==> src/rtl/pipe_flush_regs.sv <==
`default_nettype none
// +--------------------------------------------------------------------------+
// | Module   : pipe_flush_regs                                               |
// | Brief    : PC, IF/ID and ID/EX pipeline registers with per-register      |
// |            load/hold/clear control, stall/flush counters, illegal flag.  |
// | Revision : 1.0                                                           |
// +--------------------------------------------------------------------------+
module pipe_flush_regs #(
    parameter logic [31:0] RESET_PC = 32'h0040_0000,
    parameter logic [31:0] NOP_INST = 32'h0000_0000
) (
    input  logic        clk,
    input  logic        reset,
    input  logic [1:0]  PCFlush,
    input  logic [1:0]  IFIDFlush,
    input  logic [1:0]  IDEXFlush,
    input  logic [31:0] PCNext,
    input  logic [31:0] InstIF,
    input  logic [31:0] PCPlus4IF,
    input  logic [15:0] CtrlID,
    input  logic [4:0]  RsID,
    input  logic [4:0]  RtID,
    input  logic [4:0]  RdID,
    output logic [31:0] PC,
    output logic [31:0] InstID,
    output logic [31:0] PCPlus4ID,
    output logic        ValidID,
    output logic [15:0] CtrlEX,
    output logic [4:0]  RsEX,
    output logic [4:0]  RtEX,
    output logic [4:0]  RdEX,
    output logic [31:0] PCPlus4EX,
    output logic        ValidEX,
    output logic [15:0] StallCount,
    output logic [15:0] FlushCount,
    output logic        IllegalCode
);

    localparam logic [1:0]  c_LOAD    = 2'b00;
    localparam logic [1:0]  c_HOLD    = 2'b10;
    localparam logic [1:0]  c_CLEAR   = 2'b01;
    localparam logic [1:0]  c_ILLEGAL = 2'b11;
    localparam logic [15:0] c_CNT_MAX = 16'hFFFF;

    logic        w_pc_load;
    logic        w_ifid_load;
    logic        w_ifid_clear;
    logic        w_idex_load;
    logic        w_idex_clear;
    logic        w_stall_evt;
    logic        w_flush_evt;
    logic        w_illegal_evt;

    logic [31:0] r_pc;
    logic [31:0] r_inst_id;
    logic [31:0] r_pc4_id;
    logic        r_valid_id;
    logic [15:0] r_ctrl_ex;
    logic [4:0]  r_rs_ex;
    logic [4:0]  r_rt_ex;
    logic [4:0]  r_rd_ex;
    logic [31:0] r_pc4_ex;
    logic        r_valid_ex;
    logic [15:0] r_stall_count;
    logic [15:0] r_flush_count;
    logic        r_illegal;

    // The PC has nothing to clear, so a clear code simply loads the next PC.
    assign w_pc_load     = (PCFlush == c_LOAD) || (PCFlush == c_CLEAR);
    assign w_ifid_load   = (IFIDFlush == c_LOAD);
    assign w_ifid_clear  = (IFIDFlush == c_CLEAR);
    assign w_idex_load   = (IDEXFlush == c_LOAD);
    assign w_idex_clear  = (IDEXFlush == c_CLEAR);
    assign w_stall_evt   = (PCFlush == c_HOLD);
    assign w_flush_evt   = w_ifid_clear || w_idex_clear;
    assign w_illegal_evt = (PCFlush == c_ILLEGAL) || (IFIDFlush == c_ILLEGAL) ||
                           (IDEXFlush == c_ILLEGAL);

    always_ff @(posedge clk or posedge reset) begin
        if (reset) begin
            r_pc <= RESET_PC;
        end else if (w_pc_load) begin
            r_pc <= PCNext;
        end
    end

    always_ff @(posedge clk or posedge reset) begin
        if (reset) begin
            r_inst_id  <= NOP_INST;
            r_pc4_id   <= 32'd0;
            r_valid_id <= 1'b0;
        end else if (w_ifid_load) begin
            r_inst_id  <= InstIF;
            r_pc4_id   <= PCPlus4IF;
            r_valid_id <= 1'b1;
        end else if (w_ifid_clear) begin
            r_inst_id  <= NOP_INST;
            r_pc4_id   <= 32'd0;
            r_valid_id <= 1'b0;
        end
    end

    // A bubble in IF/ID must never carry live control into EX.
    always_ff @(posedge clk or posedge reset) begin
        if (reset) begin
            r_ctrl_ex  <= 16'd0;
            r_rs_ex    <= 5'd0;
            r_rt_ex    <= 5'd0;
            r_rd_ex    <= 5'd0;
            r_pc4_ex   <= 32'd0;
            r_valid_ex <= 1'b0;
        end else if (w_idex_load) begin
            r_ctrl_ex  <= r_valid_id ? CtrlID : 16'd0;
            r_rs_ex    <= RsID;
            r_rt_ex    <= RtID;
            r_rd_ex    <= RdID;
            r_pc4_ex   <= r_pc4_id;
            r_valid_ex <= r_valid_id;
        end else if (w_idex_clear) begin
            r_ctrl_ex  <= 16'd0;
            r_rs_ex    <= 5'd0;
            r_rt_ex    <= 5'd0;
            r_rd_ex    <= 5'd0;
            r_pc4_ex   <= 32'd0;
            r_valid_ex <= 1'b0;
        end
    end

    always_ff @(posedge clk or posedge reset) begin
        if (reset) begin
            r_stall_count <= 16'd0;
            r_flush_count <= 16'd0;
            r_illegal     <= 1'b0;
        end else begin
            if (w_stall_evt && (r_stall_count != c_CNT_MAX)) begin
                r_stall_count <= r_stall_count + 16'd1;
            end
            if (w_flush_evt && (r_flush_count != c_CNT_MAX)) begin
                r_flush_count <= r_flush_count + 16'd1;
            end
            if (w_illegal_evt) begin
                r_illegal <= 1'b1;
            end
        end
    end

    assign PC          = r_pc;
    assign InstID      = r_inst_id;
    assign PCPlus4ID   = r_pc4_id;
    assign ValidID     = r_valid_id;
    assign CtrlEX      = r_ctrl_ex;
    assign RsEX        = r_rs_ex;
    assign RtEX        = r_rt_ex;
    assign RdEX        = r_rd_ex;
    assign PCPlus4EX   = r_pc4_ex;
    assign ValidEX     = r_valid_ex;
    assign StallCount  = r_stall_count;
    assign FlushCount  = r_flush_count;
    assign IllegalCode = r_illegal;

endmodule
`default_nettype wire

==> config.mk <==
export PLATFORM = sky130hd
export DESIGN_NAME = pipe_flush_regs
export DESIGN_NICKNAME = d
export VERILOG_FILES = /design/src/rtl/pipe_flush_regs.sv
export SDC_FILE = /design/constraint.sdc
export NUM_CORES = 1
export LEC_CHECK = 0
export BUFFER_PORTS_ARGS = -buffer_cell sky130_fd_sc_hd__buf_2
export CAP_MARGIN = 20
export CELL_PAD_IN_SITES_DETAIL_PLACEMENT = 0
export CELL_PAD_IN_SITES_GLOBAL_PLACEMENT = 1
export CORE_MARGIN = 8
export CORE_UTILIZATION = 36
export DETAILED_ROUTE_END_ITERATION = 10
export PLACE_DENSITY = 0.87
export SLEW_MARGIN = 20
export SYNTH_ARGS = -nofsm -noshare
export SYNTH_HDL_FRONTEND = slang
export SYNTH_SLANG_ARGS = --single-unit
==> constraint.sdc <==
create_clock -name clk -period 6.8 [get_ports clk]
set_input_delay 0 -clock clk [delete_from_list [all_inputs] [get_ports clk]]
set_output_delay 0 -clock clk [all_outputs]
set_load 0.005 [all_outputs]
Word level (Yosys, flattened, before mapping)
Index checks and enable logic that the tools add are counted.
{ "classes": {"reduce_logical": 11, "mux": 16, "addsub": 2, "eq_ne": 9} }
{ "ops": {"columns": ["cell", "count"], "rows": [
  ["two-way mux 32 bit", 5],
  ["two-way mux 16 bit", 3],
  ["adder 16 x 1 -> 16 bit, second input constant", 2],
  ["inequality test 16 bit, second input constant", 2],
  ["two-way mux 5 bit", 4],
  ["== test 2 bit, second input constant", 4],
  ["== test 2 x 1 -> 1 bit, second input constant", 3],
  ["zero test 2 bit", 3],
  ["logical OR 1 bit", 4],
  ["two-way mux 1 bit", 4],
  ["nonzero test 2 bit", 2],
  ["logical AND 1 bit", 2]
]} }
{ "totals": {"reg_bits": 194} }

Depth between registers and ports, before layout
{ "depth": {"word_depth": 3, "depth_mapped": 5, "depth_no_buf": 5} }

Worst setup path after synthesis
No wires, ideal clock.
{ "synth_path": {"kind": "register to register", "start": "register r_flush_count[0] (netlist: FlushCount[0])", "end": "register r_flush_count[12] (netlist: FlushCount[12])", "setup_ps": 125, "synth_period_minus_slack_ps": 1778, "t_required_ps": 6675, "arrival_ps": 1653, "path_slack_ps": 5022, "stages_incl_launch_ff": 6, "cell_sequence": "dfrtp_1 ha_1 nand3_4 a2111o_1 nor2_1 mux2_2"} }
{ "synth_between": {"elab_chain_cells": 2, "elab_cells_between_ends": 3, "classes_between": "1 x add/sub; 1 x eq/ne; 1 x reduce/logical"} }
{ "synth_lines": {"columns": ["item", "line_no", "rtl"], "rows": [
  ["start: declaration", "65", "logic [15:0] r_flush_count;"],
  ["start signal: assignment", "139", "r_flush_count <= r_flush_count + 16'd1;"],
  ["branches (longest 2 deep; another with adder 16 x 1 -> 16 bit)", null, null]
]} }
Several ways; the timed one is not identified.
A chain may end at the register's enable or synchronous reset.

Final worst setup path
Same ends and word-level chain as after synthesis.

==> results.json <==
{
  "drc": 0,
  "hp-class": "input port to flop",
  "end_kind": "flop",
  "placedCellCount": 1154,
  "rows": 53,
  "synth-seq-cells": 194,
  "period_share_pct": 27.61,
  "cts_tree": "yes",
  "cts_setup_buffers": 0,
  "slew_violations": 0,
  "worstPathRequired_ns": 7.12,
  "dpl-instance-area_um2": 9495,
  "cts-resized-gates": 0,
  "crit_path_start_kind": "flop",
  "die-height_um": 161.4,
  "final_cells": 1316,
  "clk_pin_slew_ns": 0.08,
  "track_usage_pct": 18.47,
  "detail-route-antenna-nets": 0,
  "min_from": "IFIDFlush[0]",
  "setup_violations": 0,
  "fin_area_um2": 11380,
  "synth_edf_count": 0,
  "grt_pass1_vias": 6892,
  "clock_latency_ns": 0.42,
  "drt-total-wl_um": 24210,
  "viasPerCell": 4.897,
  "tightestPinTransition_ns": 1.037,
  "die_w_um": 161.4,
  "ys.flop_type": "dfrtp_1",
  "finalHoldViolCount": 0,
  "drive_above_1_share_pct": 40.00,
  "grt_start_max_net_pins": 124,
  "syn_nets": 720,
  "reg2reg_depth": 5,
  "cts-htree-levels": 4,
  "io_pins": 329,
  "numCtsBuffers": 17,
  "status": "completed",
  "first_pass_iters": 5,
  "fp.coreArea_um2": 20890,
  "dr_total_vias": 6445,
  "crit_arrival_ns": 2.19,
  "clockBufferDepth": 2,
  "grt_antenna_before_repair": 1,
  "syn_inst": 583,
  "path_class": "flop to flop",
  "port_buffers": 328,
  "wl_per_cell_um": 18.39,
  "die_area_um2": 26040,
  "hold_end": "IllegalCode",
  "synth-async-reset-ratio_pct": 100.0,
  "r2r_start": "FlushCount[0]",
  "initial_core_util_pct": 36.42,
  "rsz0062_at_grt": "no",
  "finClkSkew_ns": 0.01279,
  "synth_warnings": 0,
  "slew_headroom_pct": 30.46,
  "grt_pass1_wl_um": 38660,
  "synth.distinct_cells": 48,
  "path_max_fanout": 6,
  "hold_depth": 3,
  "tns_ns": 0,
  "num-nets-final": 1164,
  "syn_to_final_growth_pct": 49.56,
  "p_per_area_nw_per_um2": 252.0,
  "leakage_nw": 5.800,
  "drt_iter0_drc": 339,
  "max_freq_ghz": 0.5327,
  "r2r_slack_ns": 4.92,
  "seq_area_frac_synth_pct": 63.83,
  "r2r-end": "FlushCount[12]",
  "cts.root.buffer_cell": "clkbuf_16",
  "holdWs_ns": 0.03700,
  "dpl.hpwl_um": 15960,
  "gp_congestion": 0.8160,
  "maxCapViolations": 0,
  "min_period_ns": 1.877,
  "ir_worst_vdd_mv": 0.1679,
  "synth_area_um2": 7607,
  "gr-total-overflow": 0,
  "syn_avg_cell_area_um2": 13.05,
  "cts.sinks": 194
}
-- stage by stage --
step,utilization [%],worst slack (ns),power [mW]
floorplan,-,1.518,1.598
global placement,45.46,4.980,1.829
detailed placement,45.46,4.882,1.840
CTS,54.45,4.917,2.908
global route,54.47,4.746,3.023
finish,54.47,4.923,2.867
-- layer usage --
metal	GRT usage, %	share of wire [%]
met1	22.91	42
met2	29.87	47
met3	6.439	8.5
met4	5.598	2.1
met5	0	0
-- worst max-delay path by stage --
stage             startpoint        endpoint  slack (ns)  cells past startpoint
4_1_cts        FlushCount[0]  FlushCount[12]        4.92                      5
3_5_place_dp    IDEXFlush[1]       CtrlEX[1]        4.88                      4
5_1_grt                reset         RdEX[3]        4.75                      4
6_report       FlushCount[0]  FlushCount[12]        4.92                      5
2_1_floorplan          reset       CtrlEX[0]        1.52                      1
3_3_place_gp   FlushCount[0]  FlushCount[12]        4.98                      5
-- report_power, final --
group          total [mW]  switching [mW]  internal (mW)
Combinational       0.481           0.222          0.259
Clock               0.994           0.499          0.494
Sequential           1.39           0.121           1.27
Total                2.87           0.842           2.02
-- cell type report --
class / count / area (um2)
antenna: 1 / 2.502
clock buffer: 17 / 425.4
multi-input combinational: 348 / 2597
timing repair buffer: 461 / 2963
clock inverter: 15 / 162.7
tap: 275 / 344.1
fill: 1782 / 9512
sequential: 194 / 4856
inverter: 5 / 26.28
-- critical path, cell delays in order (launching register included) --
cell and delay (ns):
dfrtp_1 0.46, ha_1 0.27, nand3_4 0.13, a2111o_1 0.46, nor2_1 0.12, mux2_2 0.34
-- registers in the layout, indices dropped and copies added (netlist names) --
name         cells
CtrlEX          16
FlushCount      16
RtEX             5
ValidID          1
PCPlus4EX       32
ValidEX          1
RsEX             5
PC              32
StallCount      16
IllegalCode      1
PCPlus4ID       32
InstID          32
RdEX             5
-- cell usage after synthesis (2+ instances only) --
master	number	area [um2]
a22o_1	96	840.8
xnor2_1	5	43.79
nand4_1	7	43.79
clkbuf_1	26	97.59
nor2b_1	2	12.51
nand2_1	40	150.1
inv_1	5	18.77
nor3_2	2	20.02
a21oi_1	6	30.03
nand2b_1	34	212.7
nand4_2	2	25.02
ha_1	2	25.02
and4_1	2	17.52
buf_1	6	22.52
nor2_2	2	12.51
o21ai_0	34	170.2
nor2_1	13	48.80
nand3_1	11	55.05
dfrtp_1	193	4830
a31oi_1	4	25.02
mux2_2	33	371.6
xor2_1	18	157.7
and3_1	2	12.51
buf_2	2	10.01
nor4_4	2	42.54
nor3_1	8	40.04
nor4_1	5	31.28
-- cells by family after synthesis --
group / after synthesis / share of synthesized area (%)
xor gates and xnor gates: 23 / 2.648
AOI/OAI and AO/OA: 146 / 14.69
buffers and inverters: 41 / 2.122
muxes: 36 / 5.362
adders and majority gates: 2 / 0.3289
and+or+nand+nor: 141 / 11.02
DFF: 194 / 63.83
-- placed cells by master, fill, tap and decap left out, types with 3 or more instances in the layout --
cell type      synthesis  layout
nand4_1                7       7
clkinv_8               0       4
nand3_1               11      11
nor2_1                13      12
a22o_1                96      96
clkbuf_16              0      17
dfrtp_1              193     193
inv_8                  0       5
buf_2                  2     328
dlygate4sd3_1          0     129
inv_6                  0       3
a31oi_1                4       4
nand2b_1              34      34
nand2_1               40      40
mux2_2                33      33
xor2_1                18      18
xnor2_1                5       5
o21ai_0               34      34
a21oi_1                6       6
nor3_1                 8       8
nor4_1                 5       5
inv_1                  5       4
buf_4                  1       4
-- repair_timing --
item | in CTS | in global routing
hold buffers | 129 | 0
hold endpoints to repair | 249 | 0
setup endpoints to repair | 0 | 0
(Power assumes the default switching activity.)
